==> config.mk <==
export PLATFORM = sky130hd
export DESIGN_NAME = mpc_sdiv_35s_13ns_21s_seq
export DESIGN_NICKNAME = d
export VERILOG_FILES = /design/src/rtl/mpc_sdiv_35s_13ns_21s_seq.sv
export SDC_FILE = /design/constraint.sdc
export NUM_CORES = 1
export LEC_CHECK = 0
export ABC_CLOCK_PERIOD_IN_PS = 3500
export CORE_MARGIN = 8
export CORE_UTILIZATION = 47
export DETAILED_ROUTE_END_ITERATION = 7
export GPL_ROUTABILITY_DRIVEN = 0
export HOLD_SLACK_MARGIN = 0.06
export PLACE_DENSITY = 0.78
export SYNTH_ARGS = -nofsm -noshare
export SYNTH_HDL_FRONTEND = slang
export SYNTH_SLANG_ARGS = --single-unit
==> constraint.sdc <==
create_clock -name clk -period 3.5 [get_ports clk]
set_clock_uncertainty 0.05 [all_clocks]
set_input_delay 0.7 -clock clk [delete_from_list [all_inputs] [get_ports clk]]
set_output_delay 0.7 -clock clk [all_outputs]
set_load 0.05 [all_outputs]
==> src/rtl/mpc_sdiv_35s_13ns_21s_seq.sv <==
// mpc_sdiv_35s_13ns_21s_seq
//   Sequential divider: 35-bit signed dividend by 13-bit unsigned divisor.
//   Produces a 21-bit signed quotient, truncated toward zero and saturated.
//   It undoes the 21s x 13ns DSP product path, so MPC accumulator values can be
//   rescaled back to state/control width. One quotient bit per ce-enabled cycle.
// Ports
//   clk, rst      rising-edge clock, synchronous active-high reset (wins over ce)
//   ce            clock enable; every flop holds when low
//   in_valid/in_ready, a, b           operand handshake (in_ready = IDLE)
//   out_valid/out_ready, q, ovf, div_err   result handshake, held in DONE
//   rem           signed remainder, only when MPC_DIV_REMAINDER_EN is defined
// Configuration macro: MPC_DIV_REMAINDER_EN
module mpc_sdiv_35s_13ns_21s_seq #(
  parameter int DIVIDEND_W = 35,
  parameter int DIVISOR_W  = 13,
  parameter int QUOTIENT_W = 21
) (
  input  logic                         clk,
  input  logic                         rst,
  input  logic                         ce,
  input  logic                         in_valid,
  output logic                         in_ready,
  input  logic signed [DIVIDEND_W-1:0] a,
  input  logic        [DIVISOR_W-1:0]  b,
  output logic                         out_valid,
  input  logic                         out_ready,
  output logic signed [QUOTIENT_W-1:0] q,
  output logic                         ovf,
  output logic                         div_err
`ifdef MPC_DIV_REMAINDER_EN
  ,
  output logic signed [DIVISOR_W:0]    rem
`endif
);

  localparam int CNT_W = $clog2(DIVIDEND_W);
  localparam logic [CNT_W-1:0]      CNT_LAST = CNT_W'(DIVIDEND_W - 1);
  localparam logic [QUOTIENT_W-1:0] Q_MAX    = {1'b0, {(QUOTIENT_W-1){1'b1}}};
  localparam logic [QUOTIENT_W-1:0] Q_MIN    = {1'b1, {(QUOTIENT_W-1){1'b0}}};
  // Largest magnitudes representable for positive / negative results.
  localparam logic [DIVIDEND_W-1:0] MAG_POS_MAX = DIVIDEND_W'(Q_MAX);
  localparam logic [DIVIDEND_W-1:0] MAG_NEG_MAX = DIVIDEND_W'(Q_MIN);

  typedef enum logic [1:0] {
    S_IDLE = 2'd0,
    S_CALC = 2'd1,
    S_FIX  = 2'd2,
    S_DONE = 2'd3
  } state_t;

  state_t                  state_q, state_d;
  logic [CNT_W-1:0]        cnt_q, cnt_d;
  // Dividend magnitude shifts out MSB first; quotient bits shift in at the LSB.
  logic [DIVIDEND_W-1:0]   dvd_q, dvd_d;
  // Partial remainder is always < divisor, so DIVISOR_W bits suffice between steps.
  logic [DIVISOR_W-1:0]    prem_q, prem_d;
  logic [DIVISOR_W-1:0]    dvs_q, dvs_d;
  logic                    neg_q, neg_d;
  logic                    zero_q, zero_d;
  logic [QUOTIENT_W-1:0]   q_q, q_d;
  logic                    ovf_q, ovf_d;
  logic                    err_q, err_d;
`ifdef MPC_DIV_REMAINDER_EN
  logic [DIVISOR_W:0]      rem_q, rem_d;
`endif

  logic                    accept_s;
  logic [DIVIDEND_W-1:0]   a_mag_s;
  logic [DIVISOR_W:0]      prem_shift_s;
  logic                    ge_s;

  // State and datapath registers; ce freezes everything, reset overrides ce.
  always_ff @(posedge clk) begin
    if (rst) begin
      state_q <= S_IDLE;
      cnt_q   <= '0;
      dvd_q   <= '0;
      prem_q  <= '0;
      dvs_q   <= '0;
      neg_q   <= 1'b0;
      zero_q  <= 1'b0;
      q_q     <= '0;
      ovf_q   <= 1'b0;
      err_q   <= 1'b0;
`ifdef MPC_DIV_REMAINDER_EN
      rem_q   <= '0;
`endif
    end else if (ce) begin
      state_q <= state_d;
      cnt_q   <= cnt_d;
      dvd_q   <= dvd_d;
      prem_q  <= prem_d;
      dvs_q   <= dvs_d;
      neg_q   <= neg_d;
      zero_q  <= zero_d;
      q_q     <= q_d;
      ovf_q   <= ovf_d;
      err_q   <= err_d;
`ifdef MPC_DIV_REMAINDER_EN
      rem_q   <= rem_d;
`endif
    end else begin
      state_q <= state_q;
    end
  end

  // Next-state logic.
  always_comb begin
    state_d = state_q;
    case (state_q)
      S_IDLE: begin
        if (accept_s) begin
          state_d = (b == '0) ? S_FIX : S_CALC;
        end else begin
          state_d = S_IDLE;
        end
      end
      S_CALC: begin
        if (cnt_q == CNT_LAST) begin
          state_d = S_FIX;
        end else begin
          state_d = S_CALC;
        end
      end
      S_FIX:  state_d = S_DONE;
      S_DONE: begin
        if (out_ready) begin
          state_d = S_IDLE;
        end else begin
          state_d = S_DONE;
        end
      end
      default: state_d = S_IDLE;
    endcase
  end

  // Handshake outputs decoded from the registered state.
  always_comb begin
    in_ready  = (state_q == S_IDLE);
    out_valid = (state_q == S_DONE);
  end

  // Datapath: operand capture, restoring iteration, sign fix-up and saturation.
  always_comb begin
    accept_s     = in_valid & (state_q == S_IDLE);
    a_mag_s      = a[DIVIDEND_W-1] ? (~a + DIVIDEND_W'(1)) : a;
    prem_shift_s = {prem_q, dvd_q[DIVIDEND_W-1]};
    ge_s         = (prem_shift_s >= {1'b0, dvs_q});
    cnt_d  = cnt_q;
    dvd_d  = dvd_q;
    prem_d = prem_q;
    dvs_d  = dvs_q;
    neg_d  = neg_q;
    zero_d = zero_q;
    q_d    = q_q;
    ovf_d  = ovf_q;
    err_d  = err_q;
`ifdef MPC_DIV_REMAINDER_EN
    rem_d  = rem_q;
`endif
    case (state_q)
      S_IDLE: begin
        if (accept_s) begin
          dvd_d  = a_mag_s;
          neg_d  = a[DIVIDEND_W-1];
          dvs_d  = b;
          zero_d = (b == '0);
          prem_d = '0;
          cnt_d  = '0;
        end else begin
          cnt_d  = cnt_q;
        end
      end
      S_CALC: begin
        if (ge_s) begin
          prem_d = DIVISOR_W'(prem_shift_s - {1'b0, dvs_q});
        end else begin
          prem_d = DIVISOR_W'(prem_shift_s);
        end
        dvd_d = {dvd_q[DIVIDEND_W-2:0], ge_s};
        cnt_d = cnt_q + CNT_W'(1);
      end
      S_FIX: begin
        if (zero_q) begin
          q_d   = neg_q ? Q_MIN : Q_MAX;
          ovf_d = 1'b1;
          err_d = 1'b1;
        end else if (!neg_q && (dvd_q > MAG_POS_MAX)) begin
          q_d   = Q_MAX;
          ovf_d = 1'b1;
          err_d = 1'b0;
        end else if (neg_q && (dvd_q > MAG_NEG_MAX)) begin
          q_d   = Q_MIN;
          ovf_d = 1'b1;
          err_d = 1'b0;
        end else begin
          // Magnitude 2^(QW-1) with negative sign negates to Q_MIN exactly.
          q_d   = neg_q ? (~dvd_q[QUOTIENT_W-1:0] + QUOTIENT_W'(1))
                        : dvd_q[QUOTIENT_W-1:0];
          ovf_d = 1'b0;
          err_d = 1'b0;
        end
`ifdef MPC_DIV_REMAINDER_EN
        if (zero_q) begin
          rem_d = '0;
        end else if (neg_q) begin
          rem_d = ~{1'b0, prem_q} + (DIVISOR_W+1)'(1);
        end else begin
          rem_d = {1'b0, prem_q};
        end
`endif
      end
      S_DONE: begin
        cnt_d = cnt_q;
      end
      default: begin
        cnt_d = '0;
      end
    endcase
  end

  assign q       = q_q;
  assign ovf     = ovf_q;
  assign div_err = err_q;
`ifdef MPC_DIV_REMAINDER_EN
  assign rem     = rem_q;
`endif

endmodule

==> flow_summary.toml <==
[synthesis]
yosysWarnings = 0
postSynthCellCount = 762
ys.flop_type = "dfxtp_1"
netlist.area_leader.share_pct = 32.0
synthArstFlopShare_pct = 0
synth_top_cell_by_area = "dfxtp_1"
yosysUniqueCellTypes = 77
synth_commonest_cells = "94 x dfxtp_1, 88 x nand2_1, 82 x nor2_1"
synth_area_sq_mm = 0.00588
ys_ff_latch = 94
yosysMostFrequentCell = "dfxtp_1"
syn-num-nets = 834
synth_edf_count = 0
ys_seq_area_share_pct = 32.0
synthTopCellsByArea = "dfxtp_1 32%, a21oi_1 5.7%, nand2_1 5.6%"
avgSynthCellArea_sq_um = 7.71

[sta]
min_period_ps = 2880
worst_pin_slew_ps = 1030
post-route-worst-setup-slack_ps = 616
hold_viol_final = 0
fin_tns_setup_ps = 0
rsz0062_at_grt = "no"
setup_violations = 0
slew_headroom_pct = 31.3
max_freq_mhz = 347
slew_violations = 0
fin_crit_sh_pct = 82.4

[worst_setup_path]
worstReg2RegStart = "dvd_q[34]"
critical_path_buf_inv_count = 1
cp.depth = 7
crit_family = "simple AND/OR/NAND/NOR gates"
cp_max_fo = 5
critPathMaxStageDelay_ps = 500
end_kind = "flop"
r2r_end = "prem_q[11]"
worst_r2r_path_depth = 9
crit_start = "a[5]"
endpoint = "dvd_q[27]"
worstPathCellList = "clkdlybuf4s50_1, nor4_4, nand3_1, or2_2, o41ai_1, xor2_1, a2111oi_0"
crit_type = "input port to flop"
worstSetupStartpointType = "input port"
cp_slowest_cell = "clkdlybuf4s50_1"
rrSetupSlack_ps = 860
arrival_ps = 3060
worstPathRequired_ps = 3670

[detailed_routing]
initialDrtViolationCount = 573
drt.antenna.violating_nets = 0
firstDrtPassIters = 6
wl_per_cell_um = 15.4
avgViaCountPerCell = 5.86
post-route-drc-count = 0
vias = 5825
routed_wl_um = 15300

[clock_network]
postCtsSetupBuffers = 0
clkTransAtPathRegs_ps = 60
clock_latency_ps = 340
hold_buffers = 0
cts.repair.resized = 0
clkSinkCount = 94
root_buffer = "clkbuf_16"
htree_levels = 3
cts_made_buffers = 9
clk_path_buf_depth = 2
tritoncts = "yes"

[grt]
grt_pass1_vias = 5439
grt.total_usage_pct = 19.1
grt_pass1_wl_um = 26000
grt_max_degree = 43
antenna_found_initial = 0
gr-total-overflow = 0

[floorplanning]
initial_core_util_pct = 47.3
num_io_pins = 78
die_w_um = 128
die_height_um = 128
rows = 41
core_sq_mm = 0.0124
die-area_sq_mm = 0.0163

[place]
dp_hpwl_um = 11300
preCtsSetupSlack_ps = 264
io_buffer_count = 77

[worst_hold_path]
hold_class = "flop to flop"
whs_path_depth = 2

[power]
vdd_ir_drop_max_mv = 0.248
powerDensity_mw_per_mm2 = 412
p_leak_nw = 2.60

[finish]
nets = 889
insertedDiodeCount = 0
drive_above_1_share_pct = 6.33
area_growth_pct = 21.0
multi_input_area_sq_mm = 0.00372
n_fill_cell = 1165
ff_latch_area_sq_mm = 0.00188

[status]
status = "complete, no violations"

[flow_run]
maxCapViolCount = 0
==> worst reg2reg max path: cells and delay by family, from the launching register on <==
kind,cells,cell delay (ps)
AO/OA/AOI/OAI,5,1260
adder cells (fa/ha/maj),2,650
buffers and inverters,1,80
flip-flops,1,370
AND/OR/NAND/NOR,1,160
==> flip-flops by register name (all words and copies together) (netlist names) <==
| name | cells |
|---|---|
| cnt_q | 6 |
| dvs_q | 13 |
| state_q | 2 |
| q | 21 |
| zero_q | 1 |
| ovf | 1 |
| div_err | 1 |
| dvd_q | 35 |
| prem_q | 13 |
| neg_q | 1 |
==> metal layers <==
layer / GRT usage, % / share of wire (%) / routed length [um]
met4: 7.06 / 1.9 / 287
met1: 25.7 / 48 / 7290
met5: 0 / 0 / 0
met2: 30.1 / 46 / 7060
met3: 3.12 / 4.4 / 679
==> worst min path at each step <==
| stage | from | end |
|---|---|---|
| 2_1_floorplan | dvs_q[10] | dvs_q[10] |
| 3_3_place_gp | div_err | div_err |
| 3_5_place_dp | dvs_q[4] | dvs_q[4] |
| 4_1_cts | dvs_q[4] | dvs_q[4] |
| 5_1_grt | dvs_q[7] | dvs_q[7] |
| 6_report | dvs_q[4] | dvs_q[4] |
==> cell usage in the layout (no fill, tap or decap), types with 6 or more instances in the layout <==
cell type,n
a211o_1,7
a211oi_1,11
a21oi_1,67
a22oi_1,9
buf_4,16
clkbuf_16,9
clkdlybuf4s50_1,76
dfxtp_1,94
ha_1,18
inv_1,24
nand2_1,88
nand2b_1,7
nand3_1,24
nand4_1,12
nor2_1,81
nor2b_1,6
nor3_1,34
nor4_1,9
o21ai_0,34
o31ai_1,11
o41ai_1,16
xnor2_1,30
xor2_1,27
==> area by class of cell <==
cell class,instances,area share (%)
Multi-Input combinational cell,595,52.4
Sequential cell,94,26.5
Timing Repair Buffer,93,12.5
Clock buffer,14,3.85
Tap cell,172,3.03
Inverter,24,1.27
Clock inverter,2,0.545
==> cells by family after synthesis <==
family          after synthesis  share of synthesized area (%)
fa+ha+maj                    19                           4.17
mux                           3                          0.511
xor+xnor                     57                           8.50
simple gates                302                           25.2
buf+inv                      73                           4.88
compound gates              214                           24.7
flops                        94                           32.0
==> where the power goes <==
group	leakage, nW	internal, W	switching (W)
Sequential	0.764	0.00112	0.0000635
Combinational	1.68	0.000312	0.000417
Clock	0.153	0.000614	0.000406
==> through the flow <==
| stage | total power [W] | util, % | instances | instance area, sq um | hold slack (ps) |
|---|---|---|---|---|---|
| floorplan | 0.00168 | - | 762 | 5880 | 386 |
| global placement | 0.00191 | 54.8 | 978 | 6800 | 394 |
| detailed placement | 0.00192 | 54.8 | 978 | 6800 | 401 |
| CTS | 0.00294 | 57.3 | 994 | 7110 | 409 |
| global route | 0.00307 | 57.3 | 994 | 7110 | 426 |
| finish | 0.00293 | 57.3 | 994 | 7110 | 407 |
(Power assumes the default switching activity.)
